--- config.mk ---
export PLATFORM = sky130hd
export DESIGN_NAME = sysid_regs
export DESIGN_NICKNAME = d
export VERILOG_FILES = /design/src/rtl/sysid_pkg.sv /design/src/rtl/sysid_uptime.sv /design/src/rtl/sysid_regs.sv
export SDC_FILE = /design/constraint.sdc
export NUM_CORES = 1
export LEC_CHECK = 0
export ABC_CLOCK_PERIOD_IN_PS = 5600
export CORE_MARGIN = 5
export CORE_UTILIZATION = 63
export CTS_CLUSTER_DIAMETER = 200
export DETAILED_ROUTE_END_ITERATION = 10
export PLACE_DENSITY = 0.85
export SYNTH_ARGS = -nofsm -noshare
export SYNTH_HDL_FRONTEND = slang
export SYNTH_SLANG_ARGS = --single-unit
export TNS_END_PERCENT = 50
--- constraint.sdc ---
create_clock -name clock -period 5.6 [get_ports clock]
set_input_delay 0.56 -clock clock [delete_from_list [all_inputs] [get_ports clock]]
set_output_delay 0.56 -clock clock [all_outputs]
set_load 0.02 [all_outputs]
--- src/rtl/sysid_pkg.sv ---
// Shared definitions for the system-ID register bank: word map, status and
// control bit positions, and the byte-lane merge used by writable words.
package sysid_pkg;

    localparam logic [2:0] ADDR_ID        = 3'd0;
    localparam logic [2:0] ADDR_TIMESTAMP = 3'd1;
    localparam logic [2:0] ADDR_VERSION   = 3'd2;
    localparam logic [2:0] ADDR_SCRATCH   = 3'd3;
    localparam logic [2:0] ADDR_UPTIME_LO = 3'd4;
    localparam logic [2:0] ADDR_UPTIME_HI = 3'd5;
    localparam logic [2:0] ADDR_SECONDS   = 3'd6;
    localparam logic [2:0] ADDR_STATUS    = 3'd7;

    // Status word: bit 0 advertises that the uptime/seconds feature exists.
    localparam int STATUS_PRESENT_BIT = 0;

    // Control word (same address as status): writing 1 here clears the timers.
    localparam int CTRL_CLEAR_BIT = 0;

    // Replace only the byte lanes selected by be; keep the others.
    function automatic logic [31:0] byte_merge(input logic [31:0] old_word,
                                               input logic [31:0] new_word,
                                               input logic [3:0]  be);
        logic [31:0] merged;
        merged = old_word;
        for (int i = 0; i < 4; i++) begin
            if (be[i]) begin
                merged[8*i +: 8] = new_word[8*i +: 8];
            end else begin
                merged[8*i +: 8] = old_word[8*i +: 8];
            end
        end
        return merged;
    endfunction

endpackage

--- src/rtl/sysid_uptime.sv ---
// Free-running 64-bit cycle counter with a high-word shadow for coherent
// two-word reads, plus a prescaled seconds counter. A clear zeroes all of it.
module sysid_uptime
    import sysid_pkg::*;
#(
    parameter int CLK_FREQ_HZ = 32'd50_000_000
) (
    input  logic        clock,
    input  logic        reset,
    input  logic        clear,
    input  logic        latch_hi,
    output logic [31:0] lo,
    output logic [31:0] hi_shadow,
    output logic [31:0] seconds
);

    localparam int PRESC_W = (CLK_FREQ_HZ > 1) ? $clog2(CLK_FREQ_HZ) : 1;
    localparam logic [PRESC_W-1:0] PRESC_TERM = PRESC_W'(CLK_FREQ_HZ - 32'sd1);
    localparam logic [PRESC_W-1:0] PRESC_ONE  = PRESC_W'(32'd1);

    logic [63:0]        uptime_r;
    logic [31:0]        hi_shadow_r;
    logic [PRESC_W-1:0] presc_r;
    logic [31:0]        seconds_r;

    // Uptime counter and high-word shadow; clear beats increment and latch.
    always_ff @(posedge clock) begin
        if (reset) begin
            uptime_r    <= 64'd0;
            hi_shadow_r <= 32'd0;
        end else if (clear) begin
            uptime_r    <= 64'd0;
            hi_shadow_r <= 32'd0;
        end else begin
            uptime_r <= uptime_r + 64'd1;
            if (latch_hi) begin
                hi_shadow_r <= uptime_r[63:32];
            end else begin
                hi_shadow_r <= hi_shadow_r;
            end
        end
    end

    // Prescaler divides the clock down to one tick per second for seconds_r.
    always_ff @(posedge clock) begin
        if (reset) begin
            presc_r   <= '0;
            seconds_r <= 32'd0;
        end else if (clear) begin
            presc_r   <= '0;
            seconds_r <= 32'd0;
        end else if (presc_r == PRESC_TERM) begin
            presc_r   <= '0;
            seconds_r <= seconds_r + 32'd1;
        end else begin
            presc_r   <= presc_r + PRESC_ONE;
            seconds_r <= seconds_r;
        end
    end

    assign lo        = uptime_r[31:0];
    assign hi_shadow = hi_shadow_r;
    assign seconds   = seconds_r;

endmodule

--- src/rtl/sysid_regs.sv ---
// Avalon-MM slave exposing build identity, a scratch word, uptime and seconds
// as eight 32-bit words. No waitrequest; reads complete with latency 1.
module sysid_regs
    import sysid_pkg::*;
#(
    parameter logic [31:0] SYSTEM_ID   = 32'h58C2_F7FF,
    parameter logic [31:0] TIMESTAMP   = 32'd0,
    parameter logic [31:0] VERSION     = 32'h0001_0000,
    parameter int          CLK_FREQ_HZ = 32'd50_000_000,
    parameter logic [31:0] SCRATCH_RST = 32'h0000_0000
) (
    input  logic        clock,
    input  logic        reset,
    input  logic [2:0]  address,
    input  logic        read,
    input  logic        write,
    input  logic [31:0] writedata,
    input  logic [3:0]  byteenable,
    output logic [31:0] readdata,
    output logic        readdatavalid
);

    logic [31:0] scratch_r;
    logic [31:0] readdata_r;
    logic        readdatavalid_r;
    logic [31:0] rd_mux_s;
    logic        clear_s;
    logic        latch_hi_s;
    logic [31:0] lo_s;
    logic [31:0] hi_shadow_s;
    logic [31:0] seconds_s;

    sysid_uptime #(
        .CLK_FREQ_HZ (CLK_FREQ_HZ)
    ) u_uptime (
        .clock     (clock),
        .reset     (reset),
        .clear     (clear_s),
        .latch_hi  (latch_hi_s),
        .lo        (lo_s),
        .hi_shadow (hi_shadow_s),
        .seconds   (seconds_s)
    );

    // Command decode: timer clear on control write, shadow latch on low-word read.
    always_comb begin
        clear_s    = 1'b0;
        latch_hi_s = 1'b0;
        if (write && (address == ADDR_STATUS) && writedata[CTRL_CLEAR_BIT]) begin
            clear_s = 1'b1;
        end else begin
            clear_s = 1'b0;
        end
        if (read && (address == ADDR_UPTIME_LO)) begin
            latch_hi_s = 1'b1;
        end else begin
            latch_hi_s = 1'b0;
        end
    end

    // Read mux sees current register values, so a same-cycle write is not visible.
    always_comb begin
        rd_mux_s = 32'd0;
        case (address)
            ADDR_ID:        rd_mux_s = SYSTEM_ID;
            ADDR_TIMESTAMP: rd_mux_s = TIMESTAMP;
            ADDR_VERSION:   rd_mux_s = VERSION;
            ADDR_SCRATCH:   rd_mux_s = scratch_r;
            ADDR_UPTIME_LO: rd_mux_s = lo_s;
            ADDR_UPTIME_HI: rd_mux_s = hi_shadow_s;
            ADDR_SECONDS:   rd_mux_s = seconds_s;
            ADDR_STATUS: begin
                rd_mux_s = 32'd0;
                rd_mux_s[STATUS_PRESENT_BIT] = 1'b1;
            end
            default:        rd_mux_s = 32'd0;
        endcase
    end

    // Scratch register accepts byte-lane writes.
    always_ff @(posedge clock) begin
        if (reset) begin
            scratch_r <= SCRATCH_RST;
        end else if (write && (address == ADDR_SCRATCH)) begin
            scratch_r <= byte_merge(scratch_r, writedata, byteenable);
        end else begin
            scratch_r <= scratch_r;
        end
    end

    // Registered read response; readdata holds its last value between reads.
    always_ff @(posedge clock) begin
        if (reset) begin
            readdata_r      <= 32'd0;
            readdatavalid_r <= 1'b0;
        end else begin
            readdatavalid_r <= read;
            if (read) begin
                readdata_r <= rd_mux_s;
            end else begin
                readdata_r <= readdata_r;
            end
        end
    end

    assign readdata      = readdata_r;
    assign readdatavalid = readdatavalid_r;

endmodule

### Word level (Yosys, flattened, before mapping)

Index checks and enable logic that the tools add are counted.

* bits in registers: 219
* bits in latches: 0
* memory bits (writable): 0
* memory bits (read-only): 0
* input port bits: 43
* output and inout bits: 33
* word-level logic and storage cells: 35
* memories kept: 0

* $add $sub $neg: 3
* multiply operators: 0
* div/mod/pow operators: 0
* magnitude comparators: 0
* equality and inequality tests: 8
* shift operators: 0
* multiplexer cells: 3
* bitwise logic cells: 0
* reductions and logical operators: 11

Operators with widths (number)
* case mux 32 bit (8 select lines): 1
* adder 64 x 1 -> 64 bit, second input constant: 1
* adder 32 x 1 -> 32 bit, second input constant: 1
* adder 26 x 1 -> 26 bit, second input constant: 1
* equality test 26 bit, second input constant: 1
* equality test 3 bit, second input constant: 4
* AND reduction 2 bit: 4
* equality test 3 x 2 -> 1 bit, second input constant: 2
* logical AND 1 bit: 4
* equality test 3 x 1 -> 1 bit, second input constant: 1
* logical NOT 3 bit: 1
* OR reduction 3 bit: 1
* 2-to-1 mux 1 bit: 2
* OR reduction 2 bit: 1

### Longest topological paths before layout

Gate-level depths: netlist (run 1).

* depth after elaboration: 5
* depth in mapped cells: 8
* depth with buffers taken out: 6

### Cells and area by module

From an unflattened synthesis (run 1), not the netlist that was laid out.

* cell total of the unflattened synthesis: 1216
* area total of the unflattened synthesis: 10517.6 µm²

Modules (own cells, without submodules)
* sysid_uptime: instances 1, cells an instance 786, area each 6841.6 µm², sequential area each 3083.0 µm²
* sysid_regs: instances 1, cells an instance 430, area each 3676.0 µm², sequential area each 1301.2 µm²

### Worst setup path before layout (run 1)

Ideal clock, no wire load.

* path type: register -> register
* start point: register u_uptime.presc_r[0]
* end point: register u_uptime.seconds_r[31] (netlist: u_uptime.seconds[31])
* setup time: 0.070 ns
* arrival time: 2.293 ns
* required time: 5.530 ns
* setup slack: 3.236 ns
* stages on the path, launching flop included: 8
* buffers on the path: 1
* clock period less this slack: 2.364 ns
* cells stage by stage: dfxtp_1 -> ha_1 -> and4_1 -> clkbuf_1 -> nand4_2 -> or4_1 -> or4_1 -> a21oi_1

* cells in the longest elaborated chain, start to end: 1

Ends and longest elaborated chain
* from (decl): line sysid_uptime.sv:23 `logic [PRESC_W-1:0] presc_r;`
* from (signal assigned): line sysid_uptime.sv:56 `presc_r <= presc_r + PRESC_ONE;`
* equality test 26 bit: line sysid_uptime.sv:52 `end else if (presc_r == PRESC_TERM) begin`
* to (signal assigned): line sysid_uptime.sv:54 `seconds_r <= seconds_r + 32'd1;`
* to (signal assigned): line sysid_uptime.sv:57 `seconds_r <= seconds_r;`
* to (decl): line sysid_uptime.sv:24 `logic [31:0] seconds_r;`

No other way between the ends.
A chain may end at the register's enable or synchronous reset.

### Worst setup path in the final report (run 1)

* start point: register u_uptime.uptime_r[8]
* end point: register u_uptime.uptime_r[57]

* cells in the longest elaborated chain, start to end: 1

Ends and longest elaborated chain
* from (decl): line sysid_uptime.sv:21 `logic [63:0] uptime_r;`
* from (signal assigned): line sysid_uptime.sv:35 `uptime_r <= uptime_r + 64'd1;`
* adder 64 x 1 -> 64 bit: line sysid_uptime.sv:35

No other way between the ends.

==> results.sh, run 1 <==
export IMPL_antenna_left=0
export IMPL_hold_path_cell_count=2
export IMPL_holdCritStartpoint="u_uptime.hi_shadow[18]"
export IMPL_start_util_pct=63.8
export IMPL_status="complete, no violations"
export IMPL_r2r_end="u_uptime.uptime_r[57]"
export IMPL_final_max_slew_violation_count=0
export IMPL_crit_arrival_ns=3.87
export IMPL_cts_repair_resized=0
export IMPL_grt_overflow=0
export IMPL_async_flop_share_pct=0
export IMPL_cts_setup_buffers=0
export IMPL_max_slew_worst_pin_slew_ns=1.23
export IMPL_regToRegStartpoint="u_uptime.uptime_r[8]"
export IMPL_ff2ff_setup_slack_ns=2.17
export IMPL_finClkSkew_ns=0.0199
export IMPL_drtIter0Drc=1067
export IMPL_rows=45
export IMPL_reg2reg_depth=5
export IMPL_grt_pass1_wl_mm=42.8
export IMPL_finalSetupViolations=0
export IMPL_chipHeight_um=134
export IMPL_worstSkewPairLatency_ns=0.52
export IMPL_crit_chain="and3_1, nand4_1, nand4b_1, or4_1, a21oi_1"
export IMPL_cellLeakagePower_uw=0.00382
export IMPL_wire_per_inst_um=19.6
export IMPL_pre_cts_ws_ns=1.84
export IMPL_numCtsBuffers=22
export IMPL_worst_ir_drop_vdd_uv=310
export IMPL_fin_area_um2=11200
export IMPL_synth_seq_cells=219
export IMPL_cpLargestDelayFamily="simple AND/OR/NAND/NOR gates"
export IMPL_synthCells=1147
export IMPL_worst_setup_path_end_kind="flop"
export IMPL_final_util_pct=74.0
export IMPL_post_route_period_util_pct=61.3
export IMPL_fin_ws_ns=2.17
export IMPL_die_x_um=134
export IMPL_synth_area_top_cells="dfxtp_1, nor2_1, a21oi_1"
export IMPL_crit_path_top_delay_cell="nand4b_1"
export IMPL_yosys_cell_count_top_type="dfxtp_1"
export IMPL_crit_required_ns=6.04
export IMPL_holdBufCountCts=0
export IMPL_yosysWarnings=0
export IMPL_drc=0
export IMPL_syn_area_per_cell_um2=8.43
export IMPL_cts_clk_slew_worst_paths_ns=0.07
export IMPL_ys_flop_type="dfxtp_1"
export IMPL_h_tree_depth=1
export IMPL_cts_tree="built"
export IMPL_grt_max_degree=92
export IMPL_hp_class="reg2reg"
export IMPL_drt_pass1_iter_count=6
export IMPL_rsz0062_at_grt="no"
export IMPL_hold_viol=0
export IMPL_hold_ws_ns=0.458
export IMPL_cp_start_kind="flop"
export IMPL_grt_antenna_before_repair=0
export IMPL_dp_hpwl_mm=18.1
export IMPL_cts_sinks=219
export IMPL_drive_gt1_share_pct=4.69
export IMPL_root_buffer="clkbuf_16"
export IMPL_grt_usage_pct=29.3
export IMPL_syn_area_um2=9670
export IMPL_criticalPathCategory="reg2reg"
export IMPL_yosysUniqueCellTypes=47
export IMPL_area_growth_pct=15.9
export IMPL_yosys_area_top_type_share_pct=45.3
export IMPL_yosysSeqAreaShare_pct=45.3
export IMPL_yosysTopAreaCell="dfxtp_1"
export IMPL_tns_ns=0
export IMPL_avgViaCountPerCell=6.54
export IMPL_finalNetCount=1223
export IMPL_cp_max_fo=20
export IMPL_grt_pass1_vias=8144
export IMPL_post_route_min_period_ns=3.43
export IMPL_synthTopCellsByCount="dfxtp_1, nor2_1, nand2_1, a21oi_1, clkbuf_1"
export IMPL_port_buffers=75
export IMPL_die_area_um2=17900
export IMPL_min_to="u_uptime.hi_shadow[18]"
export IMPL_vias=9031
export IMPL_routabilityCongestion=0.866
export IMPL_worst_path_buf_inv=0
export IMPL_diodes=0
export IMPL_place_area_um2=10500
export IMPL_syn_nets=1193
export IMPL_max_cap_violations=0
export IMPL_cp_slowest_stage_delay_ns=1.04
export IMPL_finalWirelength_mm=27.1
export IMPL_slew_headroom_pct=17.5
export IMPL_coreArea_um2=15100
export IMPL_pwr_density_cell_nw_per_um2=294
export IMPL_pin_count=76
export IMPL_synth_edff_count=0
export IMPL_clock_path_buffers=3
export IMPL_fmax_mhz=291
==> report_power, final <==
group	internal [uW]	total (uW)	switching, uW
Clock	911	1530	617
Combinational	73.9	182	108
Sequential	1570	1590	13.2
Total	2560	3300	738
==> stage by stage <==
step | power (uW) | instances
floorplan | 1720 | 1147
global placement | 1800 | 1341
detailed placement | 1800 | 1341
CTS | 3300 | 1381
global route | 3390 | 1381
finish | 3300 | 1381
==> how the worst max path moves through the flow <==
stage	start	to	slack [ns]	cells past startpoint
finish	u_uptime.uptime_r[8]	u_uptime.uptime_r[57]	2.17	5
global route	u_uptime.uptime_r[8]	u_uptime.uptime_r[57]	1.96	5
CTS	u_uptime.uptime_r[8]	u_uptime.uptime_r[57]	2.26	5
detailed placement	address[2]	u_uptime.hi_shadow[28]	1.84	5
global placement	address[2]	u_uptime.hi_shadow[31]	1.96	5
floorplan	u_uptime.presc_r[0]	u_uptime.seconds[31]	3.24	7
==> logic make-up (layout without fill, tap and decap cells) <==
kind of cell	Yosys count	count (layout)	share of synthesized area, %
compound gates	220	220	14.3
xor+xnor	70	70	6.34
fa+ha+maj	3	3	0.388
buf+inv	95	141	3.77
flops	219	219	45.3
mux	32	32	3.31
simple gates	508	508	26.5
==> worst register-to-register path, cell delays in order (launching register included) <==
cell and delay, ns:
dfxtp_1 0.51, and3_1 0.23, nand4_1 0.64, nand4b_1 1.04, or4_1 0.79, a21oi_1 0.16
==> layer usage <==
| metal | up-vias | share of wire, % | global-route usage (%) |
|---|---|---|---|
| met5 | - | 0 | 0 |
| met4 | 0 | 4.7 | 13.2 |
| met3 | 95 | 10 | 6.34 |
| met2 | 519 | 45 | 46.4 |
| met1 | 4207 | 40 | 38.4 |
| li1 | 4210 | - | - |
==> state kept, by name, indices dropped and copies added, names as in the netlist <==
name / count
u_uptime.uptime_r: 64
readdata: 32
scratch_r: 32
u_uptime.hi_shadow: 32
u_uptime.seconds: 32
u_uptime.presc_r: 26
readdatavalid: 1
==> layout by cell type (no fill, tap or decap), drive strengths merged, types with 23 or more instances in the layout <==
cell	count
nor2	145
nand2	107
xor2	26
nor3	36
nor4	23
a21oi	102
xnor2	44
mux2i	32
clkdlybuf4s50	74
or3	34
clkbuf	31
nand4	38
nand3	51
o21ai	38
dfxtp	219
==> cell type report <==
type | count | area, um2
clock inverter | 9 | 101
tap | 188 | 235
fill | 1126 | 3940
inverter | 16 | 60.1
sequential | 219 | 4380
timing repair buffer | 85 | 821
clock buffer | 31 | 656
multi-input combinational | 833 | 4950
Power figures use the tool's default switching activity.
==> inputs of run 2 (changes only) <==
--- a/config.mk
+++ b/config.mk
@@ -5,12 +5,12 @@
 export SDC_FILE = /design/constraint.sdc
 export NUM_CORES = 1
 export LEC_CHECK = 0
-export ABC_CLOCK_PERIOD_IN_PS = 5600
+export ABC_CLOCK_PERIOD_IN_PS = 3000
 export CORE_MARGIN = 5
-export CORE_UTILIZATION = 63
+export CORE_UTILIZATION = 53
 export CTS_CLUSTER_DIAMETER = 200
 export DETAILED_ROUTE_END_ITERATION = 10
-export PLACE_DENSITY = 0.85
+export PLACE_DENSITY = 0.76
 export SYNTH_ARGS = -nofsm -noshare
 export SYNTH_HDL_FRONTEND = slang
 export SYNTH_SLANG_ARGS = --single-unit
==> constraint.sdc (replaced) <==
create_clock -name clock -period 3 [get_ports clock]
set_input_delay 0.3 -clock clock [delete_from_list [all_inputs] [get_ports clock]]
set_output_delay 0.3 -clock clock [all_outputs]
set_load 0.02 [all_outputs]
==> run 2 against run 1 <==
First-iteration DRC count decreased by 38%. Die area increased by 17%. Sequential power increased by 86%. Critical endpoint is now u_uptime.uptime_r[54]. Largest cell class unchanged.
==> results.sh, run 2 (synthesis gave the netlist of run 1 again) <==
export IMPL_status="complete, no violations"
export IMPL_regToRegStartpoint="u_uptime.uptime_r[0]"
export IMPL_chipHeight_um=145
export IMPL_ff2ff_setup_slack_ns=0.19
export IMPL_cts_tree="built"
export IMPL_drc=0
export IMPL_final_max_slew_violation_count=0
export IMPL_finalWirelength_mm=26.7
export IMPL_dp_cells=1410
export IMPL_criticalPathCategory="reg2reg"
export IMPL_port_buffers=75
export IMPL_finClkSkew_ns=0.00876
export IMPL_grt_max_degree=64
export IMPL_coreArea_um2=18000
export IMPL_start_util_pct=53.8
export IMPL_pre_cts_ws_ns=0.237
export IMPL_cts_clk_slew_worst_paths_ns=0.06
export IMPL_reg2reg_depth=7
export IMPL_cts_setup_buffers=0
export IMPL_r2r_end="u_uptime.uptime_r[54]"
export IMPL_routabilityCongestion=0.928
export IMPL_holdCritStartpoint="reset"
export IMPL_grt_overflow=0
export IMPL_hold_ws_ns=0.0663
export IMPL_post_route_period_util_pct=93.6
export IMPL_worstSkewPairLatency_ns=0.51
export IMPL_regMostFlops="u_uptime.uptime_r"
export IMPL_pwr_density_cell_nw_per_um2=540
export IMPL_grt_usage_pct=24.5
export IMPL_antenna_left=0
export IMPL_die_x_um=145
export IMPL_pin_count=76
export IMPL_drive_gt1_share_pct=6.79
export IMPL_h_tree_depth=1
export IMPL_fin_ws_ns=0.193
export IMPL_crit_required_ns=3.43
export IMPL_max_slew_worst_pin_slew_ns=0.710
export IMPL_final_util_pct=64.0
export IMPL_rsz0062_at_grt="no"
export IMPL_finalNetCount=1252
export IMPL_grt_antenna_before_repair=0
export IMPL_hp_class="in2reg"
export IMPL_avgViaCountPerCell=5.97
export IMPL_fmax_mhz=356
export IMPL_cellLeakagePower_uw=0.00397
export IMPL_finalSetupViolations=0
export IMPL_drt_pass1_iter_count=7
export IMPL_slew_headroom_pct=52.6
export IMPL_grt_pass1_vias=8190
export IMPL_grt_pass1_wl_mm=43.8
export IMPL_hold_path_cell_count=2
export IMPL_min_to="scratch_r[0]"
export IMPL_max_cap_violations=0
export IMPL_crit_arrival_ns=3.24
export IMPL_rows=49
export IMPL_post_route_min_period_ns=2.81
export IMPL_numCtsBuffers=23
export IMPL_hold_viol=0
export IMPL_worst_ir_drop_vdd_uv=453
export IMPL_drtIter0Drc=662
export IMPL_fin_cells=1451
export IMPL_cts_repair_resized=0
export IMPL_cts_sinks=219
export IMPL_dp_hpwl_mm=18.7
export IMPL_area_growth_pct=18.9
export IMPL_cp_max_fo=14
export IMPL_tns_ns=0
export IMPL_cp_start_kind="flop"
export IMPL_die_area_um2=21000
export IMPL_diodes=0
export IMPL_wire_per_inst_um=18.4
export IMPL_root_buffer="clkbuf_16"
export IMPL_worst_setup_path_end_kind="flop"
export IMPL_final_cell_mix="dfxtp_1, nor2_1, nand2_1, a21oi_1, clkdlybuf4s50_1"
export IMPL_final_common_cell="dfxtp_1"
export IMPL_vias=8666
export IMPL_clock_path_buffers=3
export IMPL_holdBufCountCts=0
export IMPL_largest_register_ffs=64
run 2: changes by cell type in the layout (fill, tap and decap cells not counted):
| cell | delta |
|---|---|
| clkbuf_8 | +2 |
| buf_12 | +1 |
| clkbuf_1 | +2 |
| inv_6 | -1 |
| clkinv_2 | -2 |
| buf_4 | +27 |
run 2: final cells by class:
class	count	area, um2
fill	1556	6460
multi-input combinational	833	4950
sequential	219	4380
timing repair buffer	113	1040
clock buffer	35	691
tap	229	287
clock inverter	6	82.6
inverter	16	60.1
run 2: how the worst max path moves through the flow:
stage	endpoint	start	slack (ns)	cells after the start
finish	u_uptime.uptime_r[54]	u_uptime.uptime_r[0]	0.19	7
global placement	u_uptime.uptime_r[46]	u_uptime.uptime_r[0]	0.33	7
floorplan	u_uptime.seconds[31]	u_uptime.presc_r[0]	0.64	7
CTS	u_uptime.uptime_r[54]	u_uptime.uptime_r[0]	0.20	7
global route	u_uptime.uptime_r[54]	u_uptime.uptime_r[0]	0.05	7
detailed placement	scratch_r[28]	address[0]	0.24	7
run 2: critical path: stages, from the launching register on:
cell     delay [ns]
dfxtp_1        0.40
ha_1           0.24
and4_1         0.29
nand4_2        0.22
or4_1          0.79
buf_4          0.27
or3_1          0.36
a21oi_1        0.16
run 2: report_power, final:
part | total, uW | switching [uW] | internal (uW) | leakage (uW)
clock | 2900 | 1150 | 1750 | 0.000380
sequential | 2960 | 24.5 | 2940 | 0.00177
combinational | 349 | 199 | 150 | 0.00182
run 2: layer usage:
layer | routed length [um] | vias up | track usage (%)
li1 | - | 4264 | -
met1 | 12100 | 4094 | 34.0
met2 | 12300 | 273 | 39.7
met3 | 1800 | 35 | 4.08
met4 | 496 | 0 | 6.67
met5 | 0 | - | 0
run 2: through the flow:
stage | instance area, um2 | total power (uW)
6_report | 11500 | 6210
5_1_grt | 11500 | 6410
4_1_cts | 11500 | 6260
3_5_place_dp | 10700 | 3370
3_3_place_gp | 10700 | 3370
2_1_floorplan | 9670 | 3200
